## config.mk

```make
export PLATFORM = sky130hd
export DESIGN_NAME = memory_arbiter
export DESIGN_NICKNAME = d
export VERILOG_FILES = /design/src/rtl/memory_arbiter.sv
export SDC_FILE = /design/constraint.sdc
export NUM_CORES = 1
export LEC_CHECK = 0
export ABC_AREA = 1
export BUFFER_PORTS_ARGS = -buffer_cell sky130_fd_sc_hd__buf_2
export CORE_AREA = 2 2 113 115
export DETAILED_ROUTE_END_ITERATION = 12
export DIE_AREA = 0 0 115 117
export PLACE_DENSITY = 0.85
export SLEW_MARGIN = 0
export SYNTH_ARGS = -nofsm -noshare
export SYNTH_HDL_FRONTEND = slang
export SYNTH_SLANG_ARGS = --single-unit
export TNS_END_PERCENT = 100
```

## constraint.sdc

```tcl
create_clock -name CLK -period 7.5 [get_ports CLK]
set_input_delay 1.5 -clock CLK [delete_from_list [all_inputs] [get_ports CLK]]
set_output_delay 1.5 -clock CLK [all_outputs]
set_load 0.02 [all_outputs]
```

## src/rtl/memory_arbiter.sv

```systemverilog
// Arbitrates instruction-fetch and data requests onto a single-ported RAM.
// Each access is registered, held on the bus until ACCESS, then acknowledged with a one-cycle hit.
module memory_arbiter #(
  parameter int unsigned TIMEOUT = 64
) (
  input  logic        CLK,
  input  logic        nRST,
  input  logic        iREN,
  input  logic [31:0] iaddr,
  input  logic        dREN,
  input  logic        dWEN,
  input  logic [31:0] daddr,
  input  logic [31:0] dstore,
  input  logic [1:0]  ramstate,
  input  logic [31:0] ramload,
  output logic        ramREN,
  output logic        ramWEN,
  output logic [31:0] ramaddr,
  output logic [31:0] ramstore,
  output logic        ihit,
  output logic        dhit,
  output logic [31:0] iload,
  output logic [31:0] dload,
  output logic        merr
);

  localparam int unsigned CW = (TIMEOUT > 2) ? $clog2(TIMEOUT) : 1;
  localparam logic [CW-1:0] WAIT_LAST = CW'(TIMEOUT - 1);
  localparam logic [1:0] RAM_ACCESS = 2'd2;
  localparam logic [1:0] RAM_ERROR  = 2'd3;

  typedef enum logic [2:0] {IDLE, IACC, DACC, IRESP, DRESP} state_e;

  state_e          state_q, state_d;
  logic [31:0]     addr_q, addr_d;
  logic [31:0]     store_q, store_d;
  logic            wen_q, wen_d;
  logic [CW-1:0]   wait_cnt_q, wait_cnt_d;
  logic            last_d_q, last_d_d;
  logic [31:0]     iload_q, iload_d;
  logic [31:0]     dload_q, dload_d;
  logic            merr_q, merr_d;
  logic            dreq;
  logic            in_acc;

  assign dreq   = dREN | dWEN;
  assign in_acc = (state_q == IACC) || (state_q == DACC);

  always_comb begin
    state_d    = state_q;
    addr_d     = addr_q;
    store_d    = store_q;
    wen_d      = wen_q;
    wait_cnt_d = wait_cnt_q;
    last_d_d   = last_d_q;
    iload_d    = iload_q;
    dload_d    = dload_q;
    merr_d     = 1'b0;
    case (state_q)
      IDLE: begin
        // Data wins unless fetch is waiting and data had the previous grant.
        if (dreq && (!iREN || !last_d_q)) begin
          state_d    = DACC;
          addr_d     = daddr;
          store_d    = dstore;
          wen_d      = dWEN;
          wait_cnt_d = '0;
          last_d_d   = 1'b1;
        end else if (iREN) begin
          state_d    = IACC;
          addr_d     = iaddr;
          store_d    = '0;
          wen_d      = 1'b0;
          wait_cnt_d = '0;
          last_d_d   = 1'b0;
        end
      end
      IACC, DACC: begin
        if (ramstate == RAM_ACCESS) begin
          if (state_q == IACC) begin
            iload_d = ramload;
            state_d = IRESP;
          end else begin
            if (!wen_q) dload_d = ramload;
            state_d = DRESP;
          end
        end else if ((ramstate == RAM_ERROR) || (wait_cnt_q == WAIT_LAST)) begin
          merr_d  = 1'b1;
          state_d = IDLE;
        end else if (wait_cnt_q != '1) begin
          wait_cnt_d = wait_cnt_q + CW'(1);
        end
      end
      IRESP, DRESP: state_d = IDLE;
      default:      state_d = IDLE;
    endcase
  end

  always_ff @(posedge CLK or posedge nRST) begin
    if (nRST) begin
      state_q    <= IDLE;
      addr_q     <= '0;
      store_q    <= '0;
      wen_q      <= 1'b0;
      wait_cnt_q <= '0;
      last_d_q   <= 1'b0;
      iload_q    <= '0;
      dload_q    <= '0;
      merr_q     <= 1'b0;
    end else begin
      state_q    <= state_d;
      addr_q     <= addr_d;
      store_q    <= store_d;
      wen_q      <= wen_d;
      wait_cnt_q <= wait_cnt_d;
      last_d_q   <= last_d_d;
      iload_q    <= iload_d;
      dload_q    <= dload_d;
      merr_q     <= merr_d;
    end
  end

  assign ramREN   = (state_q == IACC) || ((state_q == DACC) && !wen_q);
  assign ramWEN   = (state_q == DACC) && wen_q;
  assign ramaddr  = in_acc ? addr_q : '0;
  assign ramstore = ((state_q == DACC) && wen_q) ? store_q : '0;
  assign ihit     = (state_q == IRESP);
  assign dhit     = (state_q == DRESP);
  assign iload    = iload_q;
  assign dload    = dload_q;
  assign merr     = merr_q;

endmodule

```

==> results of run 1 <==
[critical path: stages, from the launching register on]
cell	delay, ns
dfrtp_1	0.44
nor2_1	0.19
nand2_1	0.14
nor2_1	0.17
inv_1	0.42
nor2_1	0.29
buf_2	0.20
[worst min path at each step]
stage                         from  endpoint  depth (start not counted)
after floorplan           last_d_q  last_d_q                          2
final                     iload[3]  iload[3]                          2
after detailed placement  iload[3]  iload[3]                          2
after global placement    iload[2]  iload[2]                          2
after global routing      iload[2]  iload[2]                          2
after CTS                 iload[4]  iload[4]                          2
[cell families (layout without fill, tap and decap cells)]
family	count (synthesis)	count (layout)	share of synthesized area, %
buf+inv	147	408	10.1
fa+ha+maj	1	1	0.201
simple gates	306	306	19.9
compound gates	165	165	13.4
flops	140	140	56.4
[power by group]
part           internal, mW  switching, mW  leakage [nW]
Clock                 0.457          0.309         0.263
Sequential             1.10          0.167          1.70
Combinational         0.486           1.08          2.55
Total                  2.04           1.56          4.51
[final cells by class]
class	count	area (µm²)
repair buffers	269	1350
clock buffers	18	439
flip-flops and latches	140	3500
clock inverters	12	100
inverters	109	414
well taps	150	188
fillers	1023	4230
multi-input cells	472	2080
[layout by cell type (no fill, tap or decap), types with 2 or more instances in the layout]
cell type,n
a21oi_1,91
buf_2,267
buf_4,2
clkbuf_16,17
clkinv_2,6
clkinvlp_4,3
dfrtp_1,140
inv_1,104
inv_2,4
inv_6,2
nand2_1,151
nand2_2,2
nand2_4,2
nand3_1,8
nor2_1,133
nor2_4,4
o21ai_0,43
o21ai_1,28
o21bai_1,2
[sequential cells by signal (all words and copies together) (netlist names), 3 cells and up]
signal,count
addr_q,32
dload,32
iload,32
state_q,3
store_q,32
wait_cnt_q,6
[layer usage]
metal,vias up,part of all wire [%]
li1,2849,-
met1,2669,41
met2,278,49
met3,34,8.2
met4,0,2.4
met5,-,0
==> reports/results.ini, run 1 <==
[status]
outcome = finished, final reports clean

[placement]
place_inst = 1140
place_worst_setup_slack_ns = 4.19
place_hpwl_um = 11400
numPortBuffers = 267
place.gp.congestion = 0.819
place_area_um2 = 7540

[clocking]
clock_sinks = 140
cts_root_buffer = clkbuf_16
cts_setup_buffers = 0
insertion_delay_ns = 0.41
htree_levels = 4
tritoncts = yes
cts-hold-fix-buffers = 0
cts_made_buffers = 17
clk_pin_slew_worst_paths_ns = 0.06
clock_path_buffers = 2
cts_resized = 0

[global_route]
grt_max_degree = 74
met2_usage_pct = 39.3
grt_pass1_wl_um = 25100
antenna_found_initial = 0
grt_overflow_total = 0
grt_use_total_pct = 24.2
use_met1_pct = 30.2
grt_pass1_vias = 5251
gr-max-usage-layer = met2
met3_usage_pct = 7.16

[synthesis]
synth_common_cells = nand2_1, dfrtp_1, nor2_1
yosysWarnings = 0
yosys-top-cells-area = dfrtp_1, nand2_1, nor2_1, a21oi_1, inv_1
synth_cell_types = 25
ys_ff_latch = 140
synth_edf_count = 0
synth_most_common_cell = nand2_1
netlist_area_um2 = 6210
synth_cells = 759
yosysSeqAreaShare_pct = 56.4
syn_area_per_cell_um2 = 8.18
synthFlopType = dfrtp_1
synth_largest_area_cell = dfrtp_1
syn_nets = 895
async_flop_share_pct = 100
yosysTopAreaCellShare_pct = 56.4

[routing]
drc = 0
via_per_inst = 4.98
vias = 5830
wirelength_um = 16200
drtAntennaViolNets = 0
drtIter0Drc = 417
wl_per_cell_um = 13.8
dr.pass1.iters = 5

[timing]
skew_ns = 0.00809
max-slew-margin-rel_pct = 21.6
fin_ws_ns = 3.74
worst_pin_slew_ns = 1.17
rsz0062_at_grt = false
hold_ws_ns = 0.464
hold_viol_final = 0
fmax_mhz = 266
drv_slew = 0
finalSetupTns_ns = 0
setup_violations = 0
period_share_pct = 50.2
fin_crit_ns = 3.76

[die]
top_level_ports = 268
row_count = 41
fp.dieW_um = 115
initial_core_util_pct = 50.5
core_um2 = 12300
die_area_um2 = 13500
dieHeight_um = 117

[critical_path]
ff2ff_path_depth = 6
critPathKind = reg2out
endpoint = ramstore[31]
start_kind = flop
reg2reg_slack_ns = 5.19
crit_arrival_ns = 2.26
crit_required_ns = 6.00
worstPathMaxFanout = 32
timing.rr.end = store_q[23]
cp-startpoint = state_q[0]
cp-end-kind = output port
r2r_start = state_q[0]

[cells_and_area]
drive_gt1_share_pct = 31.1
area_growth_pct = 30.1
fin_util_pct = 65.6
instances_no_fill = 1170
final_nets = 1145
fin_area_um2 = 8080
diodes = 0

[job]
max_cap_viol_count = 0

[power_and_ir_drop]
finalPower_mw = 3.60
leakage_nw = 4.51
power_density_nw_per_um2 = 445
ir_worst_vdd_v = 0.000251

[min_path]
hp-class = reg2reg

Power figures use the tool's default switching activity.
==> inputs of run 2 (changes only) <==
Settings changed: CORE_AREA 2 2 113 115 to 2 2 117 119, DIE_AREA 0 0 115 117 to 0 0 119 121, PLACE_DENSITY 0.85 to 0.8.
Clock period 7.5 ns to 3.5 ns, I/O delays scaled along.
==> run 2 against run 1 <==
Net effect: die area rose by 7.0%; first-iteration DRC count rose by 4.1%; combinational power rose by 110%; critical path type unchanged; largest power group unchanged; highest routed layer unchanged.
==> reports/results.ini, run 2 (synthesis gave the netlist of run 1 again) <==
[cells_and_area]
final_cell_mix = buf_2, nand2_1, dfrtp_1
final_nets = 1148
final_common_cell = buf_2
area_growth_pct = 32.4
drive_gt1_share_pct = 31.1

[placement]
place_hpwl_um = 11300
numPortBuffers = 267
place.gp.congestion = 0.815
place_worst_setup_slack_ns = 1.10

[routing]
drtIter0Drc = 434
drtAntennaViolNets = 0
drc = 0
wl_per_cell_um = 13.4
dr.pass1.iters = 5
wirelength_um = 16100
vias = 5775
via_per_inst = 4.80

[timing]
skew_ns = 0.00679
rsz0062_at_grt = false
drv_slew = 0
worst_pin_slew_ns = 1.02
hold_viol_final = 0
fmax_mhz = 345
setup_violations = 0
finalSetupTns_ns = 0
fin_ws_ns = 0.601
max-slew-margin-rel_pct = 32.0
fin_crit_ns = 2.90
period_share_pct = 82.8

[min_path]
worstHoldStart = iload[2]
hp-class = reg2reg
holdPathEnd = iload[2]
min_path_cells = 2

[clocking]
cts-hold-fix-buffers = 0
cts_root_buffer = clkbuf_16
cts_setup_buffers = 0
htree_levels = 4
cts_made_buffers = 17
clock_path_buffers = 2
insertion_delay_ns = 0.42
clock_sinks = 140
clk_pin_slew_worst_paths_ns = 0.05
tritoncts = yes
cts_resized = 0

[die]
row_count = 42
dieHeight_um = 121
die_area_um2 = 14400
top_level_ports = 268
fp.dieW_um = 119
initial_core_util_pct = 47.5
core_um2 = 13100

[global_route]
grt_overflow_total = 0
grt_pass1_vias = 5548
grt_pass1_wl_um = 26400
grt_use_total_pct = 23.0
grt_max_degree = 141
antenna_found_initial = 1

[critical_path]
start_kind = flop
ff2ff_path_depth = 7
r2r_start = state_q[0]
crit_arrival_ns = 2.20
cp-end-kind = output port
critPathKind = reg2out
timing.rr.end = store_q[28]
crit_required_ns = 2.80
reg2reg_slack_ns = 1.46
worstPathMaxFanout = 32
cp-startpoint = state_q[0]

[status]
outcome = finished, final reports clean

[power_and_ir_drop]
power_density_nw_per_um2 = 965
leakage_nw = 4.56
ir_worst_vdd_v = 0.000427

[job]
max_cap_viol_count = 0

-- run 2: cell count changes in the layout (fill, tap and decap cells not counted), sizes merged --
cell	change
clkinv	-2
diode	+1
buf	+3
bufinv	+3
clkbuf	+3
inv	-2
-- run 2: worst max path at each step --
stage / depth (start not counted) / to / slack (ns)
finish: 6 / ramstore[21] / 0.60
global route: 6 / ramstore[21] / 0.38
CTS: 6 / ramstore[21] / 0.58
detailed placement: 6 / ramstore[21] / 1.10
global placement: 6 / ramstore[8] / 1.21
floorplan: 1 / addr_q[0] / 1.05
-- run 2: area by class of cell --
class	count	area, µm²
fillers	1155	4860
flip-flops and latches	140	3500
multi-input cells	472	2080
repair buffers	272	1390
clock buffers	21	450
inverters	109	413
well taps	176	220
clock inverters	11	168
diodes	1	2.50
-- run 2: power by group --
part	switching, mW	internal (mW)	total, mW	leakage [nW]
Clock	0.664	1.21	1.87	0.297
Sequential	0.343	2.35	2.69	1.70
Combinational	2.32	1.05	3.37	2.56
-- run 2: worst max-delay path, stage by stage, from the launching register on --
cell and delay [ns]:
dfrtp_1 0.43, nor2_1 0.17, nand2_1 0.14, nor2_1 0.14
inv_1 0.38, nor2_1 0.30, buf_2 0.23
-- run 2: layer usage --
| metal | routed length, µm | track usage (%) |
|---|---|---|
| met1 | 6780 | 29.3 |
| met2 | 7540 | 36.4 |
| met3 | 1220 | 6.25 |
| met4 | 532 | 11.5 |
| met5 | 0 | 0 |
-- run 2: stage by stage --
step                power, mW  utilization [%]  hold WS, ns  area [µm²]  cells
global route             8.54             62.9        0.486        8230   1201
CTS                      8.02             62.9        0.470        8230   1201
floorplan                5.06                -        0.453        6220    759
finish                   7.94             62.9        0.464        8230   1202
detailed placement       6.12             58.1        0.453        7610   1169
global placement         6.03             58.1        0.451        7610   1169
